### config.mk
export PLATFORM = sky130hd
export DESIGN_NAME = gpio_bus_arb
export DESIGN_NICKNAME = d
export VERILOG_FILES = /design/src/rtl/gpio_bus_arb_pkg.sv /design/src/rtl/gpio_bus_arb_rr_arb2.sv /design/src/rtl/gpio_bus_arb.sv
export SDC_FILE = /design/constraint.sdc
export NUM_CORES = 1
export LEC_CHECK = 0
export ABC_AREA = 1
export ABC_CLOCK_PERIOD_IN_PS = 1710
export BUFFER_PORTS_ARGS = -buffer_cell sky130_fd_sc_hd__buf_2
export CORE_AREA = 2 2 76 78
export DETAILED_ROUTE_END_ITERATION = 10
export DIE_AREA = 0 0 78 80
export GPL_TIMING_DRIVEN = 0
export HOLD_SLACK_MARGIN = 0.12
export PLACE_DENSITY_LB_ADDON = 0.2
export SETUP_SLACK_MARGIN = 0.15
export SYNTH_ARGS = -nofsm -noshare
export SYNTH_HDL_FRONTEND = slang
export SYNTH_SLANG_ARGS = --single-unit
export TNS_END_PERCENT = 50
### constraint.sdc
create_clock -name clk -period 1.71 [get_ports clk]
set_input_delay 0.0855 -clock clk [delete_from_list [all_inputs] [get_ports clk]]
set_output_delay 0.0855 -clock clk [all_outputs]
set_load 0.1 [all_outputs]
### src/rtl/gpio_bus_arb_pkg.sv
// Shared types for the two-master peripheral bus arbiter: FSM state
// enumeration and the read/write op encoding.
package gpio_bus_arb_pkg;

  typedef enum logic [1:0] {
    IDLE   = 2'd0,
    ACCESS = 2'd1,
    RDWAIT = 2'd2,
    DONE   = 2'd3
  } state_e;

  localparam logic OP_RD = 1'b0;
  localparam logic OP_WR = 1'b1;

endpackage

### src/rtl/gpio_bus_arb_rr_arb2.sv
// Two-request round-robin arbiter: combinational one-hot grant plus the
// registered last-granted pointer (1 = master 1 was granted last).
module rr_arb2 (
  input  logic       clk,
  input  logic       reset,
  input  logic [1:0] req,
  input  logic       advance,
  output logic [1:0] gnt
);

  logic last_q;
  logic last_d;

  // NOTE: every signal driven here gets a default first, so no path
  // through the block leaves it unassigned and no latch is inferred.
  always_comb begin
    gnt    = req;
    last_d = last_q;
    if (req == 2'b11) begin
      gnt = last_q ? 2'b01 : 2'b10;
    end
    if (advance && (req != 2'b00)) begin
      last_d = gnt[1];
    end
  end

  // Pointer resets to master 1 so that master 0 wins the first tie.
  always_ff @(posedge clk) begin
    if (reset) begin
      last_q <= 1'b1;
    end else begin
      last_q <= last_d;
    end
  end

endmodule

### src/rtl/gpio_bus_arb.sv
// Two-master arbiter onto a single registered peripheral bus: round-robin
// grant in IDLE, one-cycle strobe, optional read wait, one-cycle ack.
module gpio_bus_arb
  import gpio_bus_arb_pkg::*;
#(
  parameter int ADDR_W = 8,
  parameter int DATA_W = 8
) (
  input  logic              clk,
  input  logic              reset,
  input  logic              m0_req,
  input  logic              m0_wr,
  input  logic [ADDR_W-1:0] m0_addr,
  input  logic [DATA_W-1:0] m0_wdata,
  output logic              m0_ack,
  output logic [DATA_W-1:0] m0_rdata,
  input  logic              m1_req,
  input  logic              m1_wr,
  input  logic [ADDR_W-1:0] m1_addr,
  input  logic [DATA_W-1:0] m1_wdata,
  output logic              m1_ack,
  output logic [DATA_W-1:0] m1_rdata,
  output logic [ADDR_W-1:0] bus_addr,
  output logic [DATA_W-1:0] bus_do,
  output logic              bus_rd,
  output logic              bus_wr,
  input  logic [DATA_W-1:0] bus_di,
  output logic              busy
);

  state_e            state_q, state_d;
  logic              op_q, op_d;
  logic              owner_q, owner_d;
  logic [ADDR_W-1:0] bus_addr_q, bus_addr_d;
  logic [DATA_W-1:0] bus_do_q, bus_do_d;
  logic              bus_rd_q, bus_rd_d;
  logic              bus_wr_q, bus_wr_d;
  logic [1:0]        ack_q, ack_d;
  logic [DATA_W-1:0] rdata0_q, rdata0_d;
  logic [DATA_W-1:0] rdata1_q, rdata1_d;

  logic [1:0]        gnt;
  logic              advance;
  logic              win_wr;
  logic [ADDR_W-1:0] win_addr;
  logic [DATA_W-1:0] win_wdata;

  rr_arb2 u_arb (
    .clk     (clk),
    .reset   (reset),
    .req     ({m1_req, m0_req}),
    .advance (advance),
    .gnt     (gnt)
  );

  always_comb begin
    win_wr    = gnt[1] ? m1_wr    : m0_wr;
    win_addr  = gnt[1] ? m1_addr  : m0_addr;
    win_wdata = gnt[1] ? m1_wdata : m0_wdata;
  end

  // The bus address/data registers double as the latched transaction
  // fields: they load only on a grant and hold through IDLE and DONE.
  always_comb begin
    state_d    = state_q;
    op_d       = op_q;
    owner_d    = owner_q;
    bus_addr_d = bus_addr_q;
    bus_do_d   = bus_do_q;
    bus_rd_d   = 1'b0;
    bus_wr_d   = 1'b0;
    ack_d      = 2'b00;
    rdata0_d   = rdata0_q;
    rdata1_d   = rdata1_q;
    advance    = 1'b0;

    case (state_q)
      IDLE: begin
        if (m0_req || m1_req) begin
          advance    = 1'b1;
          owner_d    = gnt[1];
          op_d       = win_wr;
          bus_addr_d = win_addr;
          bus_do_d   = win_wdata;
          bus_wr_d   = (win_wr == OP_WR);
          bus_rd_d   = (win_wr == OP_RD);
          state_d    = ACCESS;
        end
      end
      ACCESS: begin
        if (op_q == OP_WR) begin
          ack_d[owner_q] = 1'b1;
          state_d        = DONE;
        end else begin
          state_d = RDWAIT;
        end
      end
      RDWAIT: begin
        if (owner_q) begin
          rdata1_d = bus_di;
        end else begin
          rdata0_d = bus_di;
        end
        ack_d[owner_q] = 1'b1;
        state_d        = DONE;
      end
      DONE: begin
        state_d = IDLE;
      end
      default: begin
        state_d = IDLE;
      end
    endcase
  end

  // NOTE: state registers use non-blocking assignments so every flop
  // samples the pre-edge values regardless of statement order.
  always_ff @(posedge clk) begin
    if (reset) begin
      state_q    <= IDLE;
      op_q       <= OP_RD;
      owner_q    <= 1'b0;
      bus_addr_q <= '0;
      bus_do_q   <= '0;
      bus_rd_q   <= 1'b0;
      bus_wr_q   <= 1'b0;
      ack_q      <= 2'b00;
      // NOTE: the read-data holding registers are architecturally visible
      // and must read zero after reset, so they are reset like control.
      rdata0_q   <= '0;
      rdata1_q   <= '0;
    end else begin
      state_q    <= state_d;
      op_q       <= op_d;
      owner_q    <= owner_d;
      bus_addr_q <= bus_addr_d;
      bus_do_q   <= bus_do_d;
      bus_rd_q   <= bus_rd_d;
      bus_wr_q   <= bus_wr_d;
      ack_q      <= ack_d;
      rdata0_q   <= rdata0_d;
      rdata1_q   <= rdata1_d;
    end
  end

  assign bus_addr = bus_addr_q;
  assign bus_do   = bus_do_q;
  assign bus_rd   = bus_rd_q;
  assign bus_wr   = bus_wr_q;
  assign m0_ack   = ack_q[0];
  assign m1_ack   = ack_q[1];
  assign m0_rdata = rdata0_q;
  assign m1_rdata = rdata1_q;
  assign busy     = (state_q != IDLE);

endmodule

**Word-level counts from Yosys, hierarchy flattened**

Cells that the tools add are included.

- Multipliers: 0
- Bitwise gates (word level): 4
- $add $sub $neg: 0
- Muxes and demuxes: 14
- Divide/modulo/power cells: 0
- Eq/ne operators: 5
- Shift operators: 0
- Reduce and logical (&&, ||, !) cells: 10
- Magnitude comparators: 2

Operator list:

| kind | number |
|---|---|
| $mux 8 | 2 |
| $mux 2 | 4 |
| $pmux 2 s4 | 1 |
| $eq 2x2->1 const B | 3 |
| $reduce_and 2->1 | 3 |
| $mux 1 | 5 |
| $not 1->1 | 4 |
| $pmux 2 s2 | 1 |
| $reduce_bool 2->1 | 2 |
| $reduce_or 3->1 | 1 |
| $eq 2x1->1 const B | 1 |
| $logic_and 1x1->1 | 2 |
| $logic_not 2->1 | 1 |
| $lt 1x2->1 const B | 1 |
| $ne 2x2->1 const B | 1 |
| $demux 1 s1 | 1 |
| $ge 1x1->1 const B | 1 |
| $logic_or 1x1->1 | 1 |

- Bits of input ports: 46
- Latch bits: 0
- Bits in registers: 41
- Output and inout port bits: 37
- Word-level logic and storage cells: 46
- Memories: 0
- Memory bits (writable): 0
- Bits in read-only memories: 0

**Logic depth before layout (Yosys ltp)**

Gate-level depths: netlist of run 1.

- Word-level depth: 6
- Depth in mapped cells: 8
- Depth with buffers taken out: 8

**By module**

A second synthesis of run 1 with hierarchy kept.

- Cell total of the unflattened synthesis: 245
- Area total of the unflattened synthesis: 1804.2 um2

By module, submodules not included:

| module | seq. area each (um2) | area each (um2) | instances | cells an instance |
|---|---|---|---|---|
| gpio_bus_arb | 800.8 | 1735.4 | 1 | 235 |
| rr_arb2 | 20.0 | 68.8 | 1 | 10 |

**Worst setup path before layout of run 1**

OpenSTA, ideal clock, no wires.

- Kind: register to register
- From: reg state_q[0]
- To: reg bus_addr_q[1], in the netlist bus_addr[1]
- Cell stages (with the launch flop): 8
- Clock period less this slack: 1.597 ns
- Setup time: 0.118 ns
- Arrival: 1.479 ns
- Path buffers: 1
- Required time: 1.592 ns
- Path slack: 0.113 ns
- Path through: dfxtp_1 inv_1 ha_1 inv_2 nor2_4 buf_6 o21ai_0 nor2_1

- Word-level cells in the longest chain between the ends: 2

RTL lines:

| what | RTL line | RTL |
|---|---|---|
| from (decl) | gpio_bus_arb.sv:31 | `state_e state_q, state_d;` |
| from (signal assigned) | gpio_bus_arb.sv:133 | `state_q <= state_d;` |
| $logic_not 2->1 | gpio_bus_arb.sv:77 | `case (state_q)` |
| $reduce_and 2->1 (no line) | - |  |
| to (signal assigned) | gpio_bus_arb.sv:136 | `bus_addr_q <= bus_addr_d;` |
| to (decl) | gpio_bus_arb.sv:34 | `logic [ADDR_W-1:0] bus_addr_q, bus_addr_d;` |

Every way passes these cells.
A chain may end at the register's enable or synchronous reset.

**Worst setup path in the final report of run 1**

- From: reg u_arb.last_q
- To: reg bus_rd_q, in the netlist bus_rd

- Word-level cells in the longest chain between the ends: 4

RTL lines:

| what | RTL line | RTL |
|---|---|---|
| from (decl) | gpio_bus_arb_rr_arb2.sv:11 | `logic last_q;` |
| from (signal assigned) | gpio_bus_arb_rr_arb2.sv:32 | `last_q <= last_d;` |
| $mux 2 | gpio_bus_arb_rr_arb2.sv:20 | `gnt = last_q ? 2'b01 : 2'b10;` |
| $mux 2 | gpio_bus_arb_rr_arb2.sv:19 | `if (req == 2'b11) begin` |
| $mux 1 | gpio_bus_arb.sv:57 | `win_wr = gnt[1] ? m1_wr : m0_wr;` |
| $not 1->1 | gpio_bus_arb.sv:86 | `bus_rd_d = (win_wr == OP_RD);` |
| to (signal assigned) | gpio_bus_arb.sv:138 | `bus_rd_q <= bus_rd_d;` |
| to (decl) | gpio_bus_arb.sv:36 | `logic bus_rd_q, bus_rd_d;` |

Every way passes these cells.

==> impl_results.md, run 1 <==
* Skew final at 0.0115 ns
* Met2 usage at 28.6%
* Top cell type's share of synthesized area at 44.6%
* Min-Delay Endpoint: bus_do[6]
* Worst slew pin tran at 0.515 ns
* Internal power at 2160 uW
* Number of fillers in the final layout at 579
* Die area at 6240 sq um
* CP Class: reg -> reg
* Leading area contributor after synthesis: dfxtp_1
* Max clock buf depth at 2
* Nets at 395
* Die width at 78 um
* Post-synth EDFFs at 0
* Clock power share at 12.9%
* Status: complete, no violations
* Distinct cells, synth at 21
* Post-synth top cells: 65 x nor2_1, 41 x dfxtp_1, 31 x nand2_1
* Root Buffer: clkbuf_8
* Total GRT Usage at 17.0%
* CTS tree: yes
* Req. time, crit path at 1.93 ns
* Worst-path clk slew at 0.08 ns
* Sequential-to-total area share from yosys stat at 44.6%
* Worst-path maximum fanout at 10
* Initial antenna violation count at 0
* Register area at 821 sq um
* I/O Pins at 83
* Switching share of power at 57.2%
* Rows at 27
* Switching power at 2890 uW
* Syn Area/Cell at 7.51 sq um
* Hold depth at 5
* P&R area growth vs syn at 38.7%
* WHS at 0.122 ns
* Reg-to-reg startpoint: u_arb.last_q
* Largest net degree at the start of global routing at 12
* Global-route wire length before repair at 8400 um
* Synth warn at 0
* Vias per cell at 4.61
* Worst flop-to-flop path endpoint: bus_rd
* Clk Latency, worst-skew pair at 0.30 ns
* Startpoint types: register
* DRT Wirelength at 5120 um
* # setup viols final at 0
* Synth Cell Area at 1840 sq um
* Fin. max-slew vios at 0
* DRT iter0 DRCs at 66
* R2R setup slack at 0.19 ns
* Vias in the first global route at 1831
* IO Port Bufs at 80
* Worst min-delay path class: in -> reg
* Post-DP HPWL at 3600 um
* Top_reg_cell synth: dfxtp_1
* Wirelength per Cell at 12.3 um
* MaxCap Viol Count at 0
* DR vias at 1924
* HP Start: m1_wdata[6]
* Post-synthesis net count at 295
* Comb pwr share at 60.5%
* GR Overflow Total at 0
* Max Freq at 658 MHz
* Slew headroom at 65.9%
* Flop pwr share at 26.7%
* Initial Utilization at 34.0%
* PwrDens at 1980 nW/um^2
* Crit. End Element: register
* Met3 GRT Util at 5.66%
* Core Region at 5410 sq um
* Most numerous cell in the Yosys netlist: nor2_1
* Min Clock Period, post-route at 1.52 ns
* Routing usage on met1 at 20.4%
* RSZ-0062 raised after global routing: true
* Placement Cell Area at 2330 sq um
* Leak at 0.00128 uW
* Most used routing layer: met2
* Final Hold Viols at 0
* Antenna viol nets, final at 0
* Fin Setup TNS at 0 ns
* Routability Congestion at 0.772
* Die Y at 80 um
* Async S/R FF share, synth at 0%
* Area contributors post-synth: dfxtp_1 45%, nor2_1 13%, o21ai_0 8.2%
* Layout cells sized above 1 at 30.4%
* DRT Pass-1 Iters at 6
* DR DRC count at 0
* Design area at 2550 sq um
* Cell count after synthesis at 245
* Data arrival at the endpoint of the critical path at 1.74 ns
* CTS buffer count at 5
* Reg2Reg Depth at 6
* Flops & latches, synth at 41
* VDD IR-drop max at 0.787 mV
* Diodes inserted at 0
* H-tree levels at 2
* Fin crit share at 88.9%
* Multi-input gate area at 877 sq um
* Clk sink count at 41
-- critical path, cell delays in order (launching register included) --
cell	delay, ns
dfxtp_1	0.37
nand2_4	0.10
buf_6	0.15
nand3_1	0.06
nand2_1	0.06
dlygate4sd3_1	0.55
nor3_1	0.14
-- power groups by stage --
stage	registers, uW	logic, uW	clock network (uW)
after floorplan	2920	957	0
after CTS	1350	3040	671
final	1350	3050	649
after detailed placement	1360	3000	0
after global routing	1380	3240	718
after global placement	1360	2990	0
-- cell usage in the layout, fill, tap and decap left out, types with 6 or more instances in the layout --
cell	Yosys	routed
clkbuf_8	0	6
nand2_1	31	31
o21ai_0	30	30
dfxtp_1	41	41
nor2_1	65	65
nand3_1	21	21
buf_2	7	86
buf_6	6	6
a21boi_1	12	12
dlygate4sd3_1	0	12
inv_1	8	8
-- how the worst max path moves through the flow --
stage / cells after the start / from / to
global route: 6 / u_arb.last_q / bus_rd
floorplan: 7 / state_q[0] / bus_addr[1]
CTS: 4 / state_q[0] / busy
detailed placement: 8 / state_q[1] / bus_addr[6]
finish: 6 / u_arb.last_q / bus_rd
global placement: 8 / state_q[0] / bus_do[0]
-- per-stage QoR --
step                      setup slack [ns]  power [uW]  instances  utilization (%)
after floorplan                      0.250        3870        245                -
after global placement               0.236        4350        397             43.1
after detailed placement             0.229        4360        397             43.1
after CTS                            0.181        5060        416             47.0
after global routing                 0.108        5340        417             47.2
final                                0.190        5050        417             47.2
-- layout make-up --
type	count	area share, %
plain buffers	14	4.17
clock buffers	7	3.38
inverters	10	1.57
multi-input cells	180	34.4
flip-flops and latches	41	32.2
well taps	72	3.53
repair buffers	93	20.8
-- metal layers --
layer	part of all wire [%]	up-vias	routed length, um
met1	47	851	2410
met2	44	70	2230
met3	7.9	8	405
met5	0	-	0
met4	1.3	0	65
li1	-	995	-
-- registers in the layout (all words and copies together), names as in the netlist --
signal,count
state_q,2
bus_do,8
owner_q,1
bus_wr,1
m1_rdata,8
ack_q,2
u_arb.last_q,1
bus_addr,8
bus_rd,1
op_q,1
m0_rdata,8
-- cells by family after synthesis --
| logic type | count (synthesis) | share of synthesized area [%] |
|---|---|---|
| fa+ha+maj | 4 | 2.72 |
| compound gates | 53 | 16.7 |
| flops | 41 | 44.6 |
| buf+inv | 24 | 7.82 |
| simple gates | 123 | 28.1 |
-- repair_timing --
| action | 4_1_cts | 5_1_grt |
|---|---|---|
| hold endpoints to repair | 24 | 0 |
| resized for setup | 1 | 1 |
| hold buffers | 12 | 0 |
| buffers inserted | 0 | 1 |
| pin swaps | 0 | 1 |
| endpoints found under the setup margin | 1 | 22 |
No activity file was read; power rests on OpenSTA's default activity.
==> run 2, diff against run 1 <==
- ABC_AREA: 1 -> 0
- ABC_CLOCK_PERIOD_IN_PS: 1710 -> 1950
- CAP_MARGIN: unset -> 20
- CORE_AREA: 2 2 76 78 -> 2 2 74 76
- DIE_AREA: 0 0 78 80 -> 0 0 76 78
- clock period: 1.71 -> 1.95 ns (I/O delays scaled with it)
==> impl_results.md, run 2 <==
* Vias per cell at 4.65 (was 4.61)
* Hold depth at 3 (was 5)
* Min-Delay Endpoint: bus_wr (was bus_do[6])
* Routability Congestion at 0.702 (was 0.772)
* Skew final at 0.0105 ns (was 0.0115 ns)
* Reg2Reg Depth at 7 (was 6)
* Worst path slowest cell: buf_2 (was dlygate4sd3_1)
* Commonest non-fill, non-tap cell in the layout: buf_2 (unchanged)
* Initial antenna violation count at 0 (unchanged)
* Top cell type's share of synthesized area at 46.6% (was 44.6%)
* I/O Pins at 83 (unchanged)
* Leak at 0.00126 uW (was 0.00128 uW)
* Wirelength per Cell at 12.8 um (was 12.3 um)
* Antenna viol nets, final at 0 (unchanged)
* Fin. max-slew vios at 0 (unchanged)
* Most numerous cell in the Yosys netlist: dfxtp_1 (was nor2_1)
* Pre-CTS setup slack at 0.275 ns (was 0.229 ns)
* CP Cell Sequence: inv_1, ha_1, inv_1, buf_2 (was nand2_4, buf_6, nand3_1, nand2_1, dlygate4sd3_1, nor3_1)
* DRT Wirelength at 4810 um (was 5120 um)
* Core Region at 5040 sq um (was 5410 sq um)
* CP Class: reg -> out (was reg -> reg)
* Top_reg_cell synth: dfxtp_1 (unchanged)
* Slew headroom at 53.4% (was 65.9%)
* Fin Setup TNS at 0 ns (unchanged)
* Design area at 2640 sq um (was 2550 sq um)
* Max Freq at 598 MHz
* DRT Pass-1 Iters at 4 (was 6)
* Status: complete, no violations (unchanged)
* IO Port Bufs at 81 (was 80)
* VDD IR-drop max at 1.12 mV (was 0.787 mV)
* PwrDens at 1740 nW/um^2 (was 1980 nW/um^2)
* DR vias at 1754 (was 1924)
* Post-synth top cells: 41 x dfxtp_1, 27 x nor2_1, 26 x a21oi_1 (was 65 x nor2_1, 41 x dfxtp_1, 31 x nand2_1)
* Crit path top cell by count: inv_1
* Die Y at 78 um (was 80 um)
* Final setup margin at 0.277 ns (was 0.190 ns)
* Nets at 356 (was 395)
* HP Start: m0_wr (was m1_wdata[6])
* Cell count after synthesis at 191 (was 245)
* Synth warn at 0 (unchanged)
* Area contributors post-synth: dfxtp_1 47%, a21oi_1 7.4%, a211oi_2 6.4% (was dfxtp_1 45%, nor2_1 13%, o21ai_0 8.2%)
* Req. time, crit path at 1.85 ns (was 1.93 ns)
* DR DRC count at 0 (unchanged)
* R2R setup slack at 0.29 ns (was 0.19 ns)
* Initial Utilization at 35.0% (was 34.0%)
* Syn Area/Cell at 9.23 sq um (was 7.51 sq um)
* Clk Latency, worst-skew pair at 0.30 ns (about the same)
* Distinct cells, synth at 31 (was 21)
* Worst slew pin tran at 0.699 ns (was 0.515 ns)
* GR Overflow Total at 0 (unchanged)
* Data arrival at the endpoint of the critical path at 1.58 ns (was 1.74 ns)
* Largest net degree at the start of global routing at 15 (was 12)
* Async S/R FF share, synth at 0% (unchanged)
* Sequential-to-total area share from yosys stat at 46.6% (was 44.6%)
* Crit. End Element: primary output (was register)
* CTS tree: yes (unchanged)
* Post-DP HPWL at 3190 um (was 3600 um)
* Vias in the first global route at 1697 (was 1831)
* Synth Cell Area at 1760 sq um (was 1840 sq um)
* Die width at 76 um (was 78 um)
* Worst min-delay path class: in -> reg (unchanged)
* Clk sink count at 41 (unchanged)
* Global-route wire length before repair at 7930 um (was 8400 um)
* Diodes inserted at 0 (unchanged)
* Worst-path maximum fanout at 7 (was 10)
* Fin crit share at 85.8%
* DRT iter0 DRCs at 58 (was 66)
* P&R area growth vs syn at 49.9% (was 38.7%)
* Final Hold Viols at 0 (unchanged)
* Post-synth EDFFs at 0 (unchanged)
* Post-synthesis net count at 241 (was 295)
* Placement Cell Area at 2260 sq um (was 2330 sq um)
* Max clock buf depth at 2 (unchanged)
* MaxCap Viol Count at 0 (unchanged)
* Total GRT Usage at 16.5% (was 17.0%)
* Worst flop-to-flop path endpoint: op_q (was bus_rd)
* Die area at 5930 sq um (was 6240 sq um)
* Rows at 26 (was 27)
* Worst-path clk slew at 0.08 ns (about the same)
* Layout cells sized above 1 at 36.8% (was 30.4%)
* Flops & latches, synth at 41 (unchanged)
* H-tree levels at 2 (unchanged)
* Startpoint types: register (unchanged)
* Reg-to-reg startpoint: state_q[0] (was u_arb.last_q)
* Worst Setup SP: state_q[0] (was u_arb.last_q)
* Max incr delay on CP at 0.42 ns (was 0.55 ns)
* Commonest cells after routing, fill and taps aside: 82 x buf_2, 41 x dfxtp_1, 27 x nor2_1, 27 x dlygate4sd3_1, 26 x a21oi_1 (was 86 x buf_2, 65 x nor2_1, 41 x dfxtp_1)
* Min Clock Period, post-route at 1.67 ns
* RSZ-0062 raised after global routing: true (unchanged)
* # setup viols final at 0 (unchanged)
* CTS buffer count at 5 (unchanged)
* Leading area contributor after synthesis: dfxtp_1 (unchanged)
* Root Buffer: clkbuf_8 (unchanged)
* Final core utilization at 52.4% (was 47.2%)
[run 2: cell types whose count changed after synthesis, sizes merged, moves of 2 or more]
cell,delta
clkbuf,+3
nand2,-7
nor4,-2
o21ai,-30
a21oi,+22
a21boi,-15
nor2,-40
mux2i,+10
buf,-3
nand3,-13
inv,-6
a211oi,+18
[run 2: cell families after synthesis]
group           after synthesis  share of synthesized area (%)
simple gates                 67                           16.6
compound gates               52                           22.1
flops                        41                           46.6
buf+inv                      17                           6.03
mux                          10                           5.89
fa+ha+maj                     4                           2.84
[run 2: per-layer routing]
metal	global-route usage, %	part of all wire, %	up-vias
met5	0	0	-
met4	6.55	0.48	0
met3	3.84	6.5	2
met2	27.8	47	70
met1	20.6	46	788
li1	-	-	894
[run 2: final cells by class]
class / instances / area, sq um
buffer: 14 / 96.3
timing repair buffer: 108 / 676
multi-input combinational: 133 / 836
sequential: 41 / 821
tap: 70 / 87.6
clock inverter: 3 / 46.3
clock buffer: 5 / 68.8
fill: 482 / 2400
inverter: 3 / 11.3
[run 2: where the power goes]
part           internal, uW  switching (uW)
logic                   633            2100
clock network           383             310
registers              1060             124
[run 2: worst max path at each step]
stage                  end  slack, ns
2_1_floorplan  bus_addr[7]       0.51
3_3_place_gp   m1_rdata[4]       0.31
3_5_place_dp   m1_rdata[2]       0.27
6_report              busy       0.28
5_1_grt               op_q       0.14
4_1_cts        m1_rdata[2]       0.25
[run 2: critical path: cells and delay by family, from the launching register on]
kind	cells	cell delay, ns
buf+inv	3	0.60
fa+ha+maj	1	0.31
flops	1	0.36
[run 2: through the flow]
step | hold WS [ns] | std cells | total power, uW
2_1_floorplan | 0.173 | 191 | 3460
3_3_place_gp | 0.344 | 342 | 3880
3_5_place_dp | 0.344 | 342 | 3900
4_1_cts | 0.121 | 377 | 4650
5_1_grt | 0.138 | 377 | 4870
6_report | 0.130 | 377 | 4610
[run 2: what timing repair did]
| item | CTS | global route |
|---|---|---|
| gates resized for setup | 0 | 2 |
| hold buffers | 27 | 0 |
| endpoints found under the hold margin | 33 | 0 |
| endpoints found under the setup margin | 0 | 9 |
| setup buffers | 0 | 0 |
==> run 3, diff against run 2 <==
- ABC_CLOCK_PERIOD_IN_PS: 1950 -> 1800
- clock period: 1.95 -> 1.8 ns (I/O delays scaled with it)
==> impl_results.md, run 3 (synthesized netlist as in run 2, its figures left out) <==
* Comb pwr share at 59.7% (was 59.3%)
* Reg2Reg Depth at 7 (unchanged)
* HP Start: m1_wdata[0] (was m0_wr)
* Clk sink count at 41 (unchanged)
* I/O Pins at 83 (unchanged)
* Switching power at 2770 uW (was 2540 uW)
* Worst-path maximum fanout at 7 (unchanged)
* CTS buffer count at 5 (unchanged)
* Commonest non-fill, non-tap cell in the layout: buf_2 (unchanged)
* Worst flop-to-flop path endpoint: op_q (unchanged)
* CTS tree: yes (unchanged)
* Wirelength per Cell at 13.1 um (was 12.8 um)
* Number of fillers in the final layout at 475 (was 482)
* Status: complete, no violations (unchanged)
* Commonest cells after routing, fill and taps aside: 82 x buf_2, 41 x dfxtp_1, 32 x dlygate4sd3_1 (was 82 x buf_2, 41 x dfxtp_1, 27 x nor2_1, 27 x dlygate4sd3_1, 26 x a21oi_1)
* Register area at 821 sq um (unchanged)
* R2R setup slack at 0.30 ns (was 0.29 ns)
* Post-DP HPWL at 3190 um (unchanged)
* Root Buffer: clkbuf_8 (unchanged)
* H-tree levels at 2 (unchanged)
* DR DRC count at 0 (unchanged)
* Fin. max-slew vios at 0 (unchanged)
* Worst slew pin tran at 0.717 ns (was 0.699 ns)
* Routing usage on met1 at 21.1% (was 20.6%)
* CP Class: reg -> out (unchanged)
* Max Freq at 637 MHz
* Min Clock Period, post-route at 1.57 ns
* DRT Pass-1 Iters at 4 (unchanged)
* Initial antenna violation count at 0 (unchanged)
* Most used routing layer: met2 (unchanged)
* Vias in the first global route at 1747 (was 1697)
* Initial Utilization at 35.0% (unchanged)
* Hold depth at 3 (unchanged)
* Diodes inserted at 0 (unchanged)
* Req. time, crit path at 1.71 ns (was 1.85 ns)
* Global-route wire length before repair at 8270 um (was 7930 um)
* P&R area growth vs syn at 53.4% (was 49.9%)
* Antenna viol nets, final at 0 (unchanged)
* Met2 usage at 29.2% (was 27.8%)
* Fin Setup TNS at 0 ns (unchanged)
* VDD IR-drop max at 1.54 mV (was 1.12 mV)
* # setup viols final at 0 (unchanged)
* Flop pwr share at 25.4% (was 25.6%)
* PwrDens at 1870 nW/um^2 (was 1740 nW/um^2)
* Nets at 361 (was 356)
* Multi-input gate area at 848 sq um (was 836 sq um)
* Core Region at 5040 sq um (unchanged)
* Die area at 5930 sq um (unchanged)
* DRT Wirelength at 4990 um (was 4810 um)
* GR Overflow Total at 0 (unchanged)
* Slew headroom at 52.2% (was 53.4%)
* DR vias at 1781 (was 1754)
* Rows at 26 (unchanged)
* Vias per cell at 4.66 (was 4.65)
* Data arrival at the endpoint of the critical path at 1.48 ns (was 1.58 ns)
* Reg-to-reg startpoint: state_q[1] (was state_q[0])
* IO Port Bufs at 81 (unchanged)
* Worst-path clk slew at 0.08 ns (about the same)
* Min-Delay Endpoint: bus_do[0] (was bus_wr)
* Final Hold Viols at 0 (unchanged)
* DRT iter0 DRCs at 59 (was 58)
* Total GRT Usage at 17.3% (was 16.5%)
* Fin crit share at 87.2%
* Startpoint types: register (unchanged)
* Max clock buf depth at 2 (unchanged)
* Largest net degree at the start of global routing at 15 (unchanged)
* Crit. End Element: primary output (unchanged)
* Die width at 76 um (unchanged)
* Switching share of power at 54.8% (was 55.0%)
* Routability Congestion at 0.702 (unchanged)
* Die Y at 78 um (unchanged)
* MaxCap Viol Count at 0 (unchanged)
* Met3 GRT Util at 4.53% (was 3.84%)
* Layout cells sized above 1 at 36.9% (was 36.8%)
* Internal power at 2290 uW (was 2070 uW)
* Worst min-delay path class: in -> reg (unchanged)
* Clock power share at 14.9% (was 15.0%)
* Leak at 0.00128 uW (was 0.00126 uW)
* Clk Latency, worst-skew pair at 0.30 ns (about the same)
* WHS at 0.137 ns (was 0.130 ns)
* Skew final at 0.0114 ns (was 0.0105 ns)
* RSZ-0062 raised after global routing: false (was true)
==> run 3: metrics by stage <==
stage               worst slack, ns  utilization (%)  total power, uW  area (sq um)  cells
finish                        0.231             53.6             5060          2710    382
global route                  0.153             53.6             5330          2710    382
CTS                           0.126             53.4             5040          2690    382
detailed placement            0.125             44.7             4220          2260    342
global placement              0.159             44.7             4210          2260    342
floorplan                     0.358                -             3750          1760    191
==> run 3: worst max-delay path: stages (launching register included) <==
cell and delay (ns):
dfxtp_1 0.40, inv_1 0.13, ha_4 0.21, inv_1 0.05, buf_2 0.41
==> run 3: power by group through the flow <==
stage	Sequential (uW)	Clock, uW	Combinational, uW
floorplan	2680	0	1070
global placement	1290	0	2910
detailed placement	1300	0	2930
CTS	1280	773	2990
global route	1320	817	3200
finish	1280	752	3020
==> run 3: layer usage <==
metal	wire [um]	vias to the layer above	part of all wire, %
li1	-	903	-
met3	332	2	6.6
met1	2290	810	46
met5	0	-	0
met2	2350	66	47
met4	23	0	0.46
==> run 3: how the worst max path moves through the flow <==
stage                     startpoint     endpoint  slack [ns]  depth (start not counted)
after floorplan           state_q[0]  bus_addr[7]        0.36                          7
after global placement    state_q[0]  m1_rdata[4]        0.16                          6
after detailed placement  state_q[0]  m1_rdata[2]        0.12                          6
after CTS                 state_q[0]         busy        0.13                          4
after global routing      state_q[1]         busy        0.15                          4
final                     state_q[1]         busy        0.23                          4
==> run 3: final cells by class <==
cell class                      count  area share [%]
Clock buffer                        5            2.54
Sequential cell                    41            30.3
Timing Repair Buffer              113            26.8
Multi-Input combinational cell    133            31.4
Buffer                             14            3.56
Inverter                            3           0.416
Clock inverter                      3            1.71
Tap cell                           70            3.24
==> run 3: timing repair <==
action | in CTS | in global routing
setup endpoints to repair | 14 | 13
buffers inserted | 0 | 0
hold buffers | 32 | 0
gates resized for setup | 1 | 3
endpoints found under the hold margin | 34 | 0
